## config.mk

```make
export PLATFORM = sky130hd
export DESIGN_NAME = cpu_exec_ctrl
export DESIGN_NICKNAME = d
export VERILOG_FILES = /design/src/rtl/cpu_exec_pkg.sv /design/src/rtl/cpu_exec_cycle_counter.sv /design/src/rtl/cpu_exec_ctrl.sv
export SDC_FILE = /design/constraint.sdc
export NUM_CORES = 1
export LEC_CHECK = 0
export BUFFER_PORTS_ARGS = -buffer_cell sky130_fd_sc_hd__buf_2
export CORE_ASPECT_RATIO = 0.7
export CORE_MARGIN = 5
export CORE_UTILIZATION = 29
export CTS_CLUSTER_SIZE = 25
export DETAILED_ROUTE_END_ITERATION = 8
export SLEW_MARGIN = 30
export SYNTH_ARGS = -nofsm -noshare
export SYNTH_HDL_FRONTEND = slang
export SYNTH_HIERARCHICAL = 1
export SYNTH_SLANG_ARGS = --single-unit
```

## constraint.sdc

```tcl
create_clock -name clock -period 2.1 [get_ports clock]
set_input_delay 0.315 -clock clock [delete_from_list [all_inputs] [get_ports clock]]
set_output_delay 0.315 -clock clock [all_outputs]
set_load 0.05 [all_outputs]
```

## src/rtl/cpu_exec_pkg.sv

```systemverilog
// rtl/cpu_exec_pkg.sv - shared types and default widths for the CPU execution controller
package cpu_exec_pkg;

  localparam int DEF_DATA_W  = 4;
  localparam int DEF_INSTR_W = 10;
  localparam int DEF_CNT_W   = 16;

  typedef enum logic [2:0] {
    ST_IDLE = 3'd0,
    ST_RUN  = 3'd1,
    ST_STEP = 3'd2,
    ST_LOAD = 3'd3,
    ST_CRST = 3'd4
  } state_t;

  typedef enum logic [2:0] {
    OP_LOAD   = 3'd0,
    OP_RUN    = 3'd1,
    OP_STEP   = 3'd2,
    OP_HALT   = 3'd3,
    OP_CPURST = 3'd4
  } cmd_op_t;

endpackage

```

## src/rtl/cpu_exec_cycle_counter.sv

```systemverilog
// rtl/cpu_exec_cycle_counter.sv - saturating executed-cycle counter with synchronous clear
module cpu_exec_cycle_counter
  import cpu_exec_pkg::*;
#(
  parameter int CNT_W = DEF_CNT_W
) (
  input  logic             clock,
  input  logic             reset,
  input  logic             i_inc,
  input  logic             i_clr,
  output logic [CNT_W-1:0] o_count
);

  logic [CNT_W-1:0] r_count;

  always_ff @(posedge clock) begin
    if (reset || i_clr) begin
      r_count <= '0;
    end else if (i_inc && (r_count != '1)) begin
      r_count <= r_count + CNT_W'(1);
    end
  end

  assign o_count = r_count;

endmodule

```

## src/rtl/cpu_exec_ctrl.sv

```systemverilog
// rtl/cpu_exec_ctrl.sv - host command FSM gating CPU clock-enable, reset and program loads
// Breakpoint stop logic is compiled in with CPU_EXEC_CTRL_BKPT_EN.
module cpu_exec_ctrl
  import cpu_exec_pkg::*;
#(
  parameter int DATA_W  = DEF_DATA_W,
  parameter int INSTR_W = DEF_INSTR_W,
  parameter int CNT_W   = DEF_CNT_W
) (
  input  logic               clock,
  input  logic               reset,
  input  logic               cmd_valid,
  output logic               cmd_ready,
  input  logic [2:0]         cmd_op,
  input  logic [DATA_W-1:0]  cmd_addr,
  input  logic [INSTR_W-1:0] cmd_data,
  input  logic [DATA_W-1:0]  pc,
  input  logic               bp_en,
  input  logic [DATA_W-1:0]  bp_addr,
  output logic               cpu_en,
  output logic               cpu_rst,
  output logic               prog_we,
  output logic [DATA_W-1:0]  prog_waddr,
  output logic [INSTR_W-1:0] prog_wdata,
  output logic               running,
  output logic               cmd_err,
  output logic               bp_hit,
  output logic [CNT_W-1:0]   cycle_count
);

  state_t             r_state;
  logic               r_first;
  logic               r_cpu_rst;
  logic               r_prog_we;
  logic [DATA_W-1:0]  r_prog_waddr;
  logic [INSTR_W-1:0] r_prog_wdata;
  logic               r_running;
  logic               r_cmd_err;
  logic               r_bp_hit;
  logic               w_bp_stop;

`ifdef CPU_EXEC_CTRL_BKPT_EN
  // r_first masks the match on the first RUN cycle so a resume executes bp_addr
  assign w_bp_stop = (r_state == ST_RUN) && !r_first && bp_en && (pc == bp_addr);
`else
  logic w_unused_bp;
  assign w_bp_stop   = 1'b0;
  assign w_unused_bp = ^{bp_en, bp_addr, pc, r_first};
`endif

  always_ff @(posedge clock) begin
    if (reset) begin
      r_state      <= ST_IDLE;
      r_first      <= 1'b0;
      r_cpu_rst    <= 1'b0;
      r_prog_we    <= 1'b0;
      r_prog_waddr <= '0;
      r_prog_wdata <= '0;
      r_running    <= 1'b0;
      r_cmd_err    <= 1'b0;
      r_bp_hit     <= 1'b0;
    end else begin
      r_first   <= 1'b0;
      r_cpu_rst <= 1'b0;
      r_prog_we <= 1'b0;
      r_cmd_err <= 1'b0;
      r_bp_hit  <= 1'b0;
      case (r_state)
        ST_IDLE: begin
          if (cmd_valid) begin
            case (cmd_op)
              OP_LOAD: begin
                r_state      <= ST_LOAD;
                r_prog_we    <= 1'b1;
                r_prog_waddr <= cmd_addr;
                r_prog_wdata <= cmd_data;
              end
              OP_RUN: begin
                r_state   <= ST_RUN;
                r_running <= 1'b1;
                r_first   <= 1'b1;
              end
              OP_STEP:   r_state <= ST_STEP;
              OP_HALT:   r_state <= ST_IDLE;
              OP_CPURST: begin
                r_state   <= ST_CRST;
                r_cpu_rst <= 1'b1;
              end
              default:   r_cmd_err <= 1'b1;
            endcase
          end
        end
        ST_RUN: begin
          r_bp_hit <= w_bp_stop;
          if (cmd_valid && (cmd_op == OP_CPURST)) begin
            r_state   <= ST_CRST;
            r_running <= 1'b0;
            r_cpu_rst <= 1'b1;
          end else if ((cmd_valid && (cmd_op == OP_HALT)) || w_bp_stop) begin
            r_state   <= ST_IDLE;
            r_running <= 1'b0;
          end
          if (cmd_valid && (cmd_op != OP_HALT) && (cmd_op != OP_CPURST)) begin
            r_cmd_err <= 1'b1;
          end
        end
        default: r_state <= ST_IDLE;
      endcase
    end
  end

  cpu_exec_cycle_counter #(
    .CNT_W (CNT_W)
  ) u_cycle_counter (
    .clock   (clock),
    .reset   (reset),
    .i_inc   (cpu_en),
    .i_clr   (r_state == ST_CRST),
    .o_count (cycle_count)
  );

  assign cmd_ready  = (r_state == ST_IDLE) || (r_state == ST_RUN);
  assign cpu_en     = (r_state == ST_STEP) || ((r_state == ST_RUN) && !w_bp_stop);
  assign cpu_rst    = r_cpu_rst;
  assign prog_we    = r_prog_we;
  assign prog_waddr = r_prog_waddr;
  assign prog_wdata = r_prog_wdata;
  assign running    = r_running;
  assign cmd_err    = r_cmd_err;
  assign bp_hit     = r_bp_hit;

endmodule
```

==> reports/results.md, run 1 <==
- **outcome** complete, no violations
- **Core Footprint** 6160 µm²
- **Final Net Count** 281
- **number of clock sinks seen by CTS** 37
- **capturing element of the worst setup path** u_cycle_counter/o_count[3]$_SDFFE_PP0P_
- **router iterations before antenna repair** 4
- **pin count of the biggest net entering global routing** 32
- **final max-slew violation count** 0
- **count of hold-fix buffers inserted at cts** 0
- **I/O pin total** 66
- **Final setup viols** 0
- **achievable clock frequency** 549 MHz
- **worst clock skew on the final layout** 0.00485 ns
- **Final Wtd Congestion** 0.801
- **areal power density over the cells** 610 nW/µm²
- **remaining max-slew budget at the tightest pin** 60.9%
- **number of DRC violations after detailed routing** 0
- **maximum clock path buffer count** 2
- **later-pin clock latency in the skew report** 0.28 ns
- **number of antenna diodes** 0
- **top flip-flop cell by instance count after synthesis** sky130_fd_sc_hd__dfxtp_1
- **count of buffer and inverter cells on the critical path** 0
- **Area Growth Syn to Fin** 24.4%
- **count of cell instances traversed by the critical path** 5
- **Worst path max stage delay** 0.64 ns
- **Worst Hold Path Cells** 2
- **port bufs** 55
- **wire length of the first global-routing pass** 7210 µm
- **number of gates resized after CTS** 0
- **Static Leak** 0.957 nW
- **buffers inserted by post-CTS timing repair** 0
- **Post-synth ARST share** 0%
- **clock tree from TritonCTS** built
- **final sum of negative setup slack** 0 ns
- **mean routed wirelength per cell** 13.0 µm
- **overall die width** 105 µm
- **Synthesis Warnings** 6
- **Fin. Hold Viols** 0
- **post-CTS clock slew at the launch and capture registers of the worst setup and hold paths** 0.07 ns
- **via count of the routed design** 1619
- **number of buffers added by the clock tree synthesis step** 5
- **syn_area_per_cell** 9.39 µm²
- **CP Launch Point** u_cycle_counter/o_count[0]$_SDFFE_PP0P_
- **MaxCap Viol Count** 0
- **final standard cell count with taps included and fillers excluded** 329
- **overall global routing resource usage** 10.8%
- **critical path startpoint category** flip-flop
- **CP delay by family, top** compound AO/OA/AOI/OAI gates
- **most common library cell in the layout ignoring fill and taps** sky130_fd_sc_hd__buf_2
- **setup repair after global routing missed its margin** no
- **top library cells by usage in the layout, fill and taps aside** sky130_fd_sc_hd__buf_2, sky130_fd_sc_hd__dfxtp_1, sky130_fd_sc_hd__nand2b_1, sky130_fd_sc_hd__mux2i_1
- **vias in the first global route** 1489
- **chain of cells forming the critical path** ha_1 -> nand3_1 -> o41ai_2 -> o21ai_0 -> a21oi_1
- **instance count of the mapped netlist** 193
- **reg-to-reg critical path startpoint** u_cycle_counter/o_count[0]$_SDFFE_PP0P_
- **final period demand of the worst path** 1.82 ns
- **std cell rows** 24
- **number of cells traversed by the worst register-to-register path** 5
- **maximum fanout along the worst path** 6
- **number of nets produced by synthesis** 223
- **Yosys cell types** 48
- **Worst Max-Slew Pin Slew** 0.579 ns
- **Root Buffer** sky130_fd_sc_hd__clkbuf_8
- **largest vdd supply drop** 0.000194 V
- **endpoint class of the critical path** flip-flop
- **number of nets still failing antenna checks after routing** 0
- **fraction of final layout cells sized beyond drive strength 1** 31.1%
- **starting density of the core** 29.5%
- **total wire length after detailed routing** 4280 µm
- **final period utilization** 86.7%
- **cell area after technology mapping** 1810 µm²
- **reg-to-reg critical path endpoint** u_cycle_counter/o_count[3]$_SDFFE_PP0P_
- **arrival time of data at the critical path endpoint** 2.03 ns
- **Die ar.** 7960 µm²
- **slowest library cell on the worst path** sky130_fd_sc_hd__o41ai_2
- **number of antenna violations at the first check in global routing** 0
- **FF+latch count, synth** 37
- **WS Path Type** reg2reg
- **required time reported for the critical path endpoint** 2.31 ns
- **r2r setup slk** 0.28 ns
- **Placed Cells** 322
- **number of enable-type register cells in the synthesized netlist** 0
- **total grt overflow** 0
- **via-per-instance ratio** 4.92
- **Hold Crit Class** in2reg
- **count of H-tree levels built during CTS** 2
- **sum of net half-perimeters after detailed placement** 3170 µm
- **First DRT Iteration DRCs** 62
- **Die Y** 76.2 µm
- **sequential area share after synthesis** 40.9%
## how the worst min path moves through the flow
stage | slack (ns) | startpoint | to
after floorplan | 0.39 | cmd_op[1] | prog_we$_SDFF_PP0_
after global placement | 0.45 | prog_waddr[0]$_SDFFE_PP0P_ | prog_waddr[0]$_SDFFE_PP0P_
after detailed placement | 0.46 | prog_wdata[8]$_SDFFE_PP0P_ | prog_wdata[8]$_SDFFE_PP0P_
after CTS | 0.24 | reset | r_state[1]$_SDFFE_PP0P_
after global routing | 0.26 | reset | r_state[1]$_SDFFE_PP0P_
final | 0.24 | reset | r_state[1]$_SDFFE_PP0P_
## worst reg2reg max path, cell delays in order, from the launching register on
cell	delay, ns
sky130_fd_sc_hd__dfxtp_1	0.42
sky130_fd_sc_hd__ha_1	0.22
sky130_fd_sc_hd__nand3_1	0.16
sky130_fd_sc_hd__o41ai_2	0.64
sky130_fd_sc_hd__o21ai_0	0.18
sky130_fd_sc_hd__a21oi_1	0.13
## flip-flops by register name, summed over array words and instances (netlist names)
signal and cells:
u_cycle_counter/o_count 16, prog_wdata 10, prog_waddr 4, r_state 3
cmd_err 1, cpu_rst 1, prog_we 1, running 1
## power by group
group	internal (mW)	total [mW]	leakage (nW)	switching [mW]
combinational	0.0555	0.158	0.614	0.102
clock	0.260	0.496	0.0443	0.235
sequential	0.713	0.723	0.299	0.00961
## cells in the mapped netlist, types with 2 or more instances
library cell,instances,share of area (%)
sky130_fd_sc_hd__a21oi_1,10,2.8
sky130_fd_sc_hd__nor3_1,3,0.83
sky130_fd_sc_hd__nand4_1,5,1.7
sky130_fd_sc_hd__dfxtp_1,37,41
sky130_fd_sc_hd__nand3_1,5,1.4
sky130_fd_sc_hd__or3_1,5,1.7
sky130_fd_sc_hd__and2_1,2,0.69
sky130_fd_sc_hd__and4_1,4,1.9
sky130_fd_sc_hd__o21ai_0,8,2.2
sky130_fd_sc_hd__o31ai_1,3,1.2
sky130_fd_sc_hd__a41o_1,4,2.2
sky130_fd_sc_hd__a31oi_1,3,1.0
sky130_fd_sc_hd__clkbuf_1,5,1.0
sky130_fd_sc_hd__mux2i_1,14,7.7
sky130_fd_sc_hd__inv_1,2,0.41
sky130_fd_sc_hd__xnor2_1,2,0.97
sky130_fd_sc_hd__or4_1,3,1.2
sky130_fd_sc_hd__nor2_1,11,2.3
sky130_fd_sc_hd__xor2_1,2,0.97
sky130_fd_sc_hd__nand2_1,9,1.9
sky130_fd_sc_hd__nand2b_1,28,9.7
sky130_fd_sc_hd__nor3b_1,2,0.83
## area by class of cell
type	count	area, µm²
fill	633	3900
multi-input combinational	145	1010
sequential	37	741
timing repair buffer	60	313
tap	78	97.6
clock buffer	7	86.3
inverter	2	7.51
## metal layers
layer  GRT usage [%]  up-vias  routed length, µm
met5               0        -                  0
met4            4.01        0                 59
met3            3.22        4                234
met2            15.5       35               1850
met1            15.1      760               2140
li1                -      820                  -
## kinds of logic (layout without fill, tap and decap cells)
family | count (synthesis) | after routing | synth area share, %
muxes | 14 | 14 | 7.73
buffers and inverters | 11 | 69 | 3.86
other | 1 | 1 | 0.207
adders and majority gates | 1 | 1 | 0.690
and+or+nand+nor | 90 | 90 | 31.6
AOI/OAI and AO/OA | 35 | 35 | 13.1
xor gates and xnor gates | 4 | 4 | 1.93
DFF | 37 | 37 | 40.9
## through the flow
stage               utilization [%]  worst slack [ns]  instance area, µm²  power [mW]  hold slack [ns]
global placement               35.2             0.346                2170       0.895            0.455
global route                   36.6            0.0644                2250        1.44            0.257
floorplan                         -            0.0829                1820       0.850            0.392
finish                         36.6             0.279                2250        1.38            0.245
CTS                            36.6             0.287                2250        1.40            0.237
detailed placement             35.2             0.304                2170       0.898            0.464
Note: power is estimated with default switching activity, not from simulation.
==> inputs of run 2 (changes only) <==
==> constraint.sdc (replaced) <==
create_clock -name clock -period 2.3 [get_ports clock]
set_input_delay 0.345 -clock clock [delete_from_list [all_inputs] [get_ports clock]]
set_output_delay 0.345 -clock clock [all_outputs]
set_load 0.05 [all_outputs]
==> reports/results.md, run 2 (synthesis results as in run 1) <==
- **router iterations before antenna repair** 5, was 4
- **sum of net half-perimeters after detailed placement** 3220 µm, was 3170 µm
- **overall die width** 105 µm, unchanged
- **Worst Max-Slew Pin Slew** 0.721 ns, was 0.579 ns
- **remaining max-slew budget at the tightest pin** 51.6%, was 60.9%
- **Hold Crit Class** in2reg, unchanged
- **number of clock sinks seen by CTS** 37, unchanged
- **critical path startpoint category** flip-flop, unchanged
- **vias in the first global route** 1518, was 1489
- **required time reported for the critical path endpoint** 2.46 ns, was 2.31 ns
- **combinational cell fraction of total power** 10.3%, was 11.5%
- **filler instances** 633, unchanged
- **clock tree from TritonCTS** built, unchanged
- **Static Leak** 0.955 nW, was 0.957 nW
- **total grt overflow** 0, unchanged
- **worst clock skew on the final layout** 0.00755 ns, was 0.00485 ns
- **via count of the routed design** 1604, was 1619
- **number of buffers added by the clock tree synthesis step** 5, unchanged
- **Fin. Hold Viols** 0, unchanged
- **Die ar.** 7960 µm², unchanged
- **Die Y** 76.2 µm, unchanged
- **register share of total power** 47.7%, was 52.5%
- **pin count of the biggest net entering global routing** 35, was 32
- **starting density of the core** 29.5%, unchanged
- **setup repair after global routing missed its margin** no, unchanged
- **clock group share of total power** 42.0%, was 36.0%
- **Core Util, Final** 36.7%, was 36.6%
- **number of DRC violations after detailed routing** 0, unchanged
- **std cell rows** 24, unchanged
- **endpoint class of the critical path** flip-flop, unchanged
- **number of antenna violations at the first check in global routing** 0, unchanged
- **First DRT Iteration DRCs** 72, was 62
- **mean routed wirelength per cell** 13.6 µm, was 13.0 µm
- **Core Footprint** 6160 µm², unchanged
- **Min Hold Slack** 0.307 ns, was 0.245 ns
- **most common library cell in the layout ignoring fill and taps** sky130_fd_sc_hd__buf_2, unchanged
- **Final Net Count** 278, was 281
- **maximum fanout along the worst path** 8, was 6
- **post-CTS clock slew at the launch and capture registers of the worst setup and hold paths** 0.08 ns, was 0.07 ns
- **Root Buffer** sky130_fd_sc_hd__clkbuf_8, unchanged
- **arrival time of data at the critical path endpoint** 2.08 ns, was 2.03 ns
- **later-pin clock latency in the skew report** 0.28 ns, about the same
- **final max-slew violation count** 0, unchanged
- **port bufs** 55, unchanged
- **maximum clock path buffer count** 2, unchanged
- **I/O pin total** 66, unchanged
- **final sum of negative setup slack** 0 ns, unchanged
- **via-per-instance ratio** 4.91, was 4.92
- **WS Path Type** reg2reg, unchanged
- **overall global routing resource usage** 11.1%, was 10.8%
- **wire length of the first global-routing pass** 7470 µm, was 7210 µm
- **count of H-tree levels built during CTS** 2, unchanged
- **fraction of final layout cells sized beyond drive strength 1** 30.5%, was 31.1%
- **switching power share of the total** 23.8%, was 25.2%
- **Area Growth Syn to Fin** 24.5%, was 24.4%
- **total wire length after detailed routing** 4430 µm, was 4280 µm
- **buffers inserted by post-CTS timing repair** 0, unchanged
- **number of gates resized after CTS** 0, unchanged
- **achievable clock frequency** 521 MHz, was 549 MHz
- **outcome** complete, no violations, unchanged
- **number of nets still failing antenna checks after routing** 0, unchanged
- **Final setup viols** 0, unchanged
- **total power draw** 1.38 mW, about the same
- **final period demand of the worst path** 1.92 ns, was 1.82 ns
- **top library cells by usage in the layout, fill and taps aside** sky130_fd_sc_hd__buf_2, sky130_fd_sc_hd__dfxtp_1, sky130_fd_sc_hd__nand2b_1, sky130_fd_sc_hd__mux2i_1, unchanged
- **number of antenna diodes** 0, unchanged
- **final period utilization** 83.5%, was 86.7%
- **largest vdd supply drop** 0.000236 V, was 0.000194 V
- **areal power density over the cells** 612 nW/µm², was 610 nW/µm²
- **MaxCap Viol Count** 0, unchanged
- **Final Wtd Congestion** 0.774, was 0.801
- **number of flip-flops under the largest register name** 16, unchanged
- **Power Internal** 1.05 mW, was 1.03 mW
- **net load switching power** 0.329 mW, was 0.347 mW
- **count of hold-fix buffers inserted at cts** 0, unchanged
-- run 2: changes by cell type in the layout (fill, tap and decap cells not counted) --
cell | previous run | this run
sky130_fd_sc_hd__buf_4 | 5 | 2
sky130_fd_sc_hd__bufinv_16 | 0 | 1
sky130_fd_sc_hd__nor2_2 | 0 | 1
sky130_fd_sc_hd__nor2_4 | 2 | 1
-- run 2: power groups by stage --
stage,sequential (mW),clock [mW],combinational (mW)
6_report,0.660,0.581,0.142
3_5_place_dp,0.674,0,0.143
2_1_floorplan,0.705,0,0.0702
4_1_cts,0.659,0.606,0.143
5_1_grt,0.661,0.632,0.154
3_3_place_gp,0.674,0,0.141
-- run 2: final timing paths --
kind	start	endpoint	slack, ns	depth (start not counted)
setup reg to reg	u_cycle_counter/o_count[0]$_SDFFE_PP0P_	u_cycle_counter/o_count[13]$_SDFFE_PP0P_	0.38	5
hold reg to reg	prog_wdata[1]$_SDFFE_PP0P_	prog_wdata[1]$_SDFFE_PP0P_	0.47	2
setup / recovery	u_cycle_counter/o_count[0]$_SDFFE_PP0P_	u_cycle_counter/o_count[13]$_SDFFE_PP0P_	0.38	5
hold / removal	cmd_op[1]	prog_we$_SDFF_PP0_	0.31	2
-- run 2: worst max-delay path, stage by stage (launching register included) --
cell and delay (ns):
sky130_fd_sc_hd__dfxtp_1 0.43, sky130_fd_sc_hd__ha_1 0.22, sky130_fd_sc_hd__nand3_1 0.16, sky130_fd_sc_hd__nor4_2 0.70
sky130_fd_sc_hd__or4_1 0.22, sky130_fd_sc_hd__a21oi_1 0.06
-- run 2: final cells by class --
type	count	area, µm²	share of cell area [%]
multi-input combinational	145	1000	44.5
sequential	37	741	32.8
timing repair buffer	57	290	12.9
tap	78	97.6	4.32
clock buffer	7	86.3	3.82
clock inverter	1	30.0	1.33
inverter	2	7.51	0.333
-- run 2: routing by layer --
metal | part of all wire (%) | up-vias | GRT usage (%)
met2 | 44 | 36 | 16.9
met4 | 0.90 | 0 | 3.49
li1 | - | 808 | -
met1 | 50 | 758 | 15.2
met5 | 0 | - | 0
met3 | 4.6 | 2 | 2.88
-- run 2: stage by stage --
| step | setup WS (ns) | instances | instance area [µm²] |
|---|---|---|---|
| floorplan | 0.189 | 193 | 1820 |
| detailed placement | 0.441 | 319 | 2140 |
| global route | 0.222 | 327 | 2260 |
| CTS | 0.411 | 327 | 2260 |
| global placement | 0.498 | 319 | 2140 |
| finish | 0.380 | 327 | 2260 |
==> inputs of run 3 (changes only) <==
==> constraint.sdc (replaced) <==
create_clock -name clock -period 2 [get_ports clock]
set_input_delay 0.3 -clock clock [delete_from_list [all_inputs] [get_ports clock]]
set_output_delay 0.3 -clock clock [all_outputs]
set_load 0.05 [all_outputs]
==> reports/results.md, run 3 (synthesis results as in run 1) <==
- **final sum of negative setup slack** 0 ns, unchanged
- **number of gates resized after CTS** 0, unchanged
- **top library cells by usage in the layout, fill and taps aside** sky130_fd_sc_hd__buf_2, sky130_fd_sc_hd__dfxtp_1, sky130_fd_sc_hd__nand2b_1, sky130_fd_sc_hd__mux2i_1, unchanged
- **number of buffers added by the clock tree synthesis step** 5, unchanged
- **count of H-tree levels built during CTS** 2, unchanged
- **endpoint class of the critical path** flip-flop, unchanged
- **reg-to-reg critical path endpoint** u_cycle_counter/o_count[10]$_SDFFE_PP0P_, was u_cycle_counter/o_count[13]$_SDFFE_PP0P_
- **MaxCap Viol Count** 0, unchanged
- **pin count of the biggest net entering global routing** 32, was 35
- **multi-input gate area in the final layout** 1010 µm², was 1000 µm²
- **Worst Max-Slew Pin Slew** 0.572 ns, was 0.721 ns
- **vias in the first global route** 1481, was 1518
- **arrival time of data at the critical path endpoint** 1.92 ns, was 2.08 ns
- **overall die width** 105 µm, unchanged
- **Hold Crit Endpoint** prog_we$_SDFF_PP0_, unchanged
- **total wire length after detailed routing** 4330 µm, was 4430 µm
- **achievable clock frequency** 573 MHz, was 521 MHz
- **number of nets still failing antenna checks after routing** 0, unchanged
- **critical path startpoint category** flip-flop, unchanged
- **filler instances** 618, was 633
- **number of antenna diodes** 0, unchanged
- **reg-to-reg critical path startpoint** r_state[0]$_SDFFE_PP0P_, was u_cycle_counter/o_count[0]$_SDFFE_PP0P_
- **Die Y** 76.2 µm, unchanged
- **final standard cell count with taps included and fillers excluded** 330, was 327
- **setup repair after global routing missed its margin** no, unchanged
- **switching power share of the total** 22.9%, was 23.8%
- **via count of the routed design** 1580, was 1604
- **final max-slew violation count** 0, unchanged
- **Placed Cells** 322, was 319
- **number of flip-flops under the largest register name** 16, unchanged
- **outcome** complete, no violations, unchanged
- **mean routed wirelength per cell** 13.1 µm, was 13.6 µm
- **Core Footprint** 6160 µm², unchanged
- **number of DRC violations after detailed routing** 0, unchanged
- **largest vdd supply drop** 0.000403 V, was 0.000236 V
- **later-pin clock latency in the skew report** 0.29 ns, was 0.28 ns
- **worst clock skew on the final layout** 0.00826 ns, was 0.00755 ns
- **post-route cell area** 2300 µm², was 2260 µm²
- **Final Net Count** 281, was 278
- **clock group share of total power** 45.3%, was 42.0%
- **count of hold-fix buffers inserted at cts** 0, unchanged
- **sequential cell area** 743 µm², was 741 µm²
- **required time reported for the critical path endpoint** 2.18 ns, was 2.46 ns
- **Worst Hold Path Cells** 2, unchanged
- **wire length of the first global-routing pass** 7270 µm, was 7470 µm
- **post-CTS clock slew at the launch and capture registers of the worst setup and hold paths** 0.08 ns, about the same
- **buffers inserted by post-CTS timing repair** 0, unchanged
- **Die ar.** 7960 µm², unchanged
- **number of cells traversed by the worst register-to-register path** 6, was 5
- **combinational cell fraction of total power** 9.8%, was 10.3%
- **via-per-instance ratio** 4.79, was 4.91
- **Root Buffer** sky130_fd_sc_hd__clkbuf_8, unchanged
- **Area Growth Syn to Fin** 27.1%, was 24.5%
- **hold path start** cmd_op[1], unchanged
- **Final setup viols** 0, unchanged
- **maximum fanout along the worst path** 6, was 8
- **CP Launch Point** r_state[0]$_SDFFE_PP0P_, was u_cycle_counter/o_count[0]$_SDFFE_PP0P_
- **Static Leak** 0.982 nW, was 0.955 nW
- **register share of total power** 44.9%, was 47.7%
- **Fin. Hold Viols** 0, unchanged
- **number of antenna violations at the first check in global routing** 0, unchanged
- **Power Internal** 1.30 mW, was 1.05 mW
- **sum of net half-perimeters after detailed placement** 3260 µm, was 3220 µm
- **Min Hold Slack** 0.251 ns, was 0.307 ns
- **overall global routing resource usage** 11.1%, about the same
- **port bufs** 55, unchanged
- **I/O pin total** 66, unchanged
- **fraction of final layout cells sized beyond drive strength 1** 32.5%, was 30.5%
- **number of clock sinks seen by CTS** 37, unchanged
- **total grt overflow** 0, unchanged
- **maximum clock path buffer count** 2, unchanged
- **First DRT Iteration DRCs** 59, was 72
- **clock tree from TritonCTS** built, unchanged
- **most common library cell in the layout ignoring fill and taps** sky130_fd_sc_hd__buf_2, unchanged
- **remaining max-slew budget at the tightest pin** 61.5%, was 51.6%
- **Hold Crit Class** in2reg, unchanged
- **final period utilization** 87.3%, was 83.5%
- **Final Wtd Congestion** 0.778, was 0.774
- **cell area after placement** 2170 µm², was 2140 µm²
- **WS Path Type** reg2reg, unchanged
- **areal power density over the cells** 733 nW/µm², was 612 nW/µm²
- **net load switching power** 0.386 mW, was 0.329 mW
- **final period demand of the worst path** 1.75 ns, was 1.92 ns
- **r2r setup slk** 0.25 ns, was 0.38 ns
- **std cell rows** 24, unchanged
- **starting density of the core** 29.5%, unchanged
- **router iterations before antenna repair** 4, was 5
## run 3: changes by cell type in the layout (fill, tap and decap cells not counted)
| cell | previous run | this run |
|---|---|---|
| sky130_fd_sc_hd__buf_4 | 2 | 5 |
| sky130_fd_sc_hd__bufinv_16 | 1 | 2 |
| sky130_fd_sc_hd__clkbuf_1 | 1 | 0 |
| sky130_fd_sc_hd__clkbuf_8 | 6 | 5 |
| sky130_fd_sc_hd__clkinv_2 | 0 | 1 |
| sky130_fd_sc_hd__dfxtp_1 | 37 | 35 |
| sky130_fd_sc_hd__dfxtp_2 | 0 | 2 |
| sky130_fd_sc_hd__nor2_2 | 1 | 0 |
| sky130_fd_sc_hd__nor2_4 | 1 | 2 |
## run 3: layout make-up
type                            count  area share (%)
Sequential cell                    37            32.2
Inverter                            2           0.326
Clock inverter                      3            2.82
Timing Repair Buffer               60            13.6
Clock buffer                        5            2.99
Tap cell                           78            4.23
Multi-Input combinational cell    145            43.8
## run 3: per-stage QoR
step	total power, mW	util, %	setup slack [ns]
final	1.69	37.4	0.254
after floorplan	0.893	-	0.105
after CTS	1.72	37.4	0.252
after detailed placement	0.943	35.3	0.276
after global routing	1.77	37.4	0.0257
after global placement	0.940	35.3	0.284
## run 3: worst max path at each step
stage | endpoint | slack [ns] | cells past startpoint
floorplan | u_cycle_counter/o_count[14]$_SDFFE_PP0P_ | 0.10 | 6
global placement | u_cycle_counter/o_count[10]$_SDFFE_PP0P_ | 0.28 | 6
detailed placement | u_cycle_counter/o_count[10]$_SDFFE_PP0P_ | 0.28 | 6
CTS | u_cycle_counter/o_count[10]$_SDFFE_PP0P_ | 0.25 | 6
global route | u_cycle_counter/o_count[3]$_SDFFE_PP0P_ | 0.03 | 5
finish | u_cycle_counter/o_count[10]$_SDFFE_PP0P_ | 0.25 | 6
## run 3: routing by layer
metal	share of wire (%)	track usage, %	up-vias
met1	52	15.4	723
met3	2.6	2.96	7
met4	1.9	5.43	0
met2	43	15.6	29
met5	0	0	-
li1	-	-	821
## run 3: power by group through the flow
stage,sequential [mW],combinational (mW),clock [mW]
final,0.759,0.165,0.765
after global routing,0.761,0.181,0.826
after CTS,0.759,0.167,0.794
after detailed placement,0.776,0.167,0
after global placement,0.776,0.165,0
after floorplan,0.811,0.0817,0
## run 3: critical path: stages, from the launching register on
cell and delay [ns]:
sky130_fd_sc_hd__dfxtp_1 0.44, sky130_fd_sc_hd__xnor2_1 0.14, sky130_fd_sc_hd__nor2_4 0.12, sky130_fd_sc_hd__nand4_1 0.17
sky130_fd_sc_hd__a211oi_1 0.42, sky130_fd_sc_hd__a31oi_1 0.14, sky130_fd_sc_hd__a41o_1 0.22
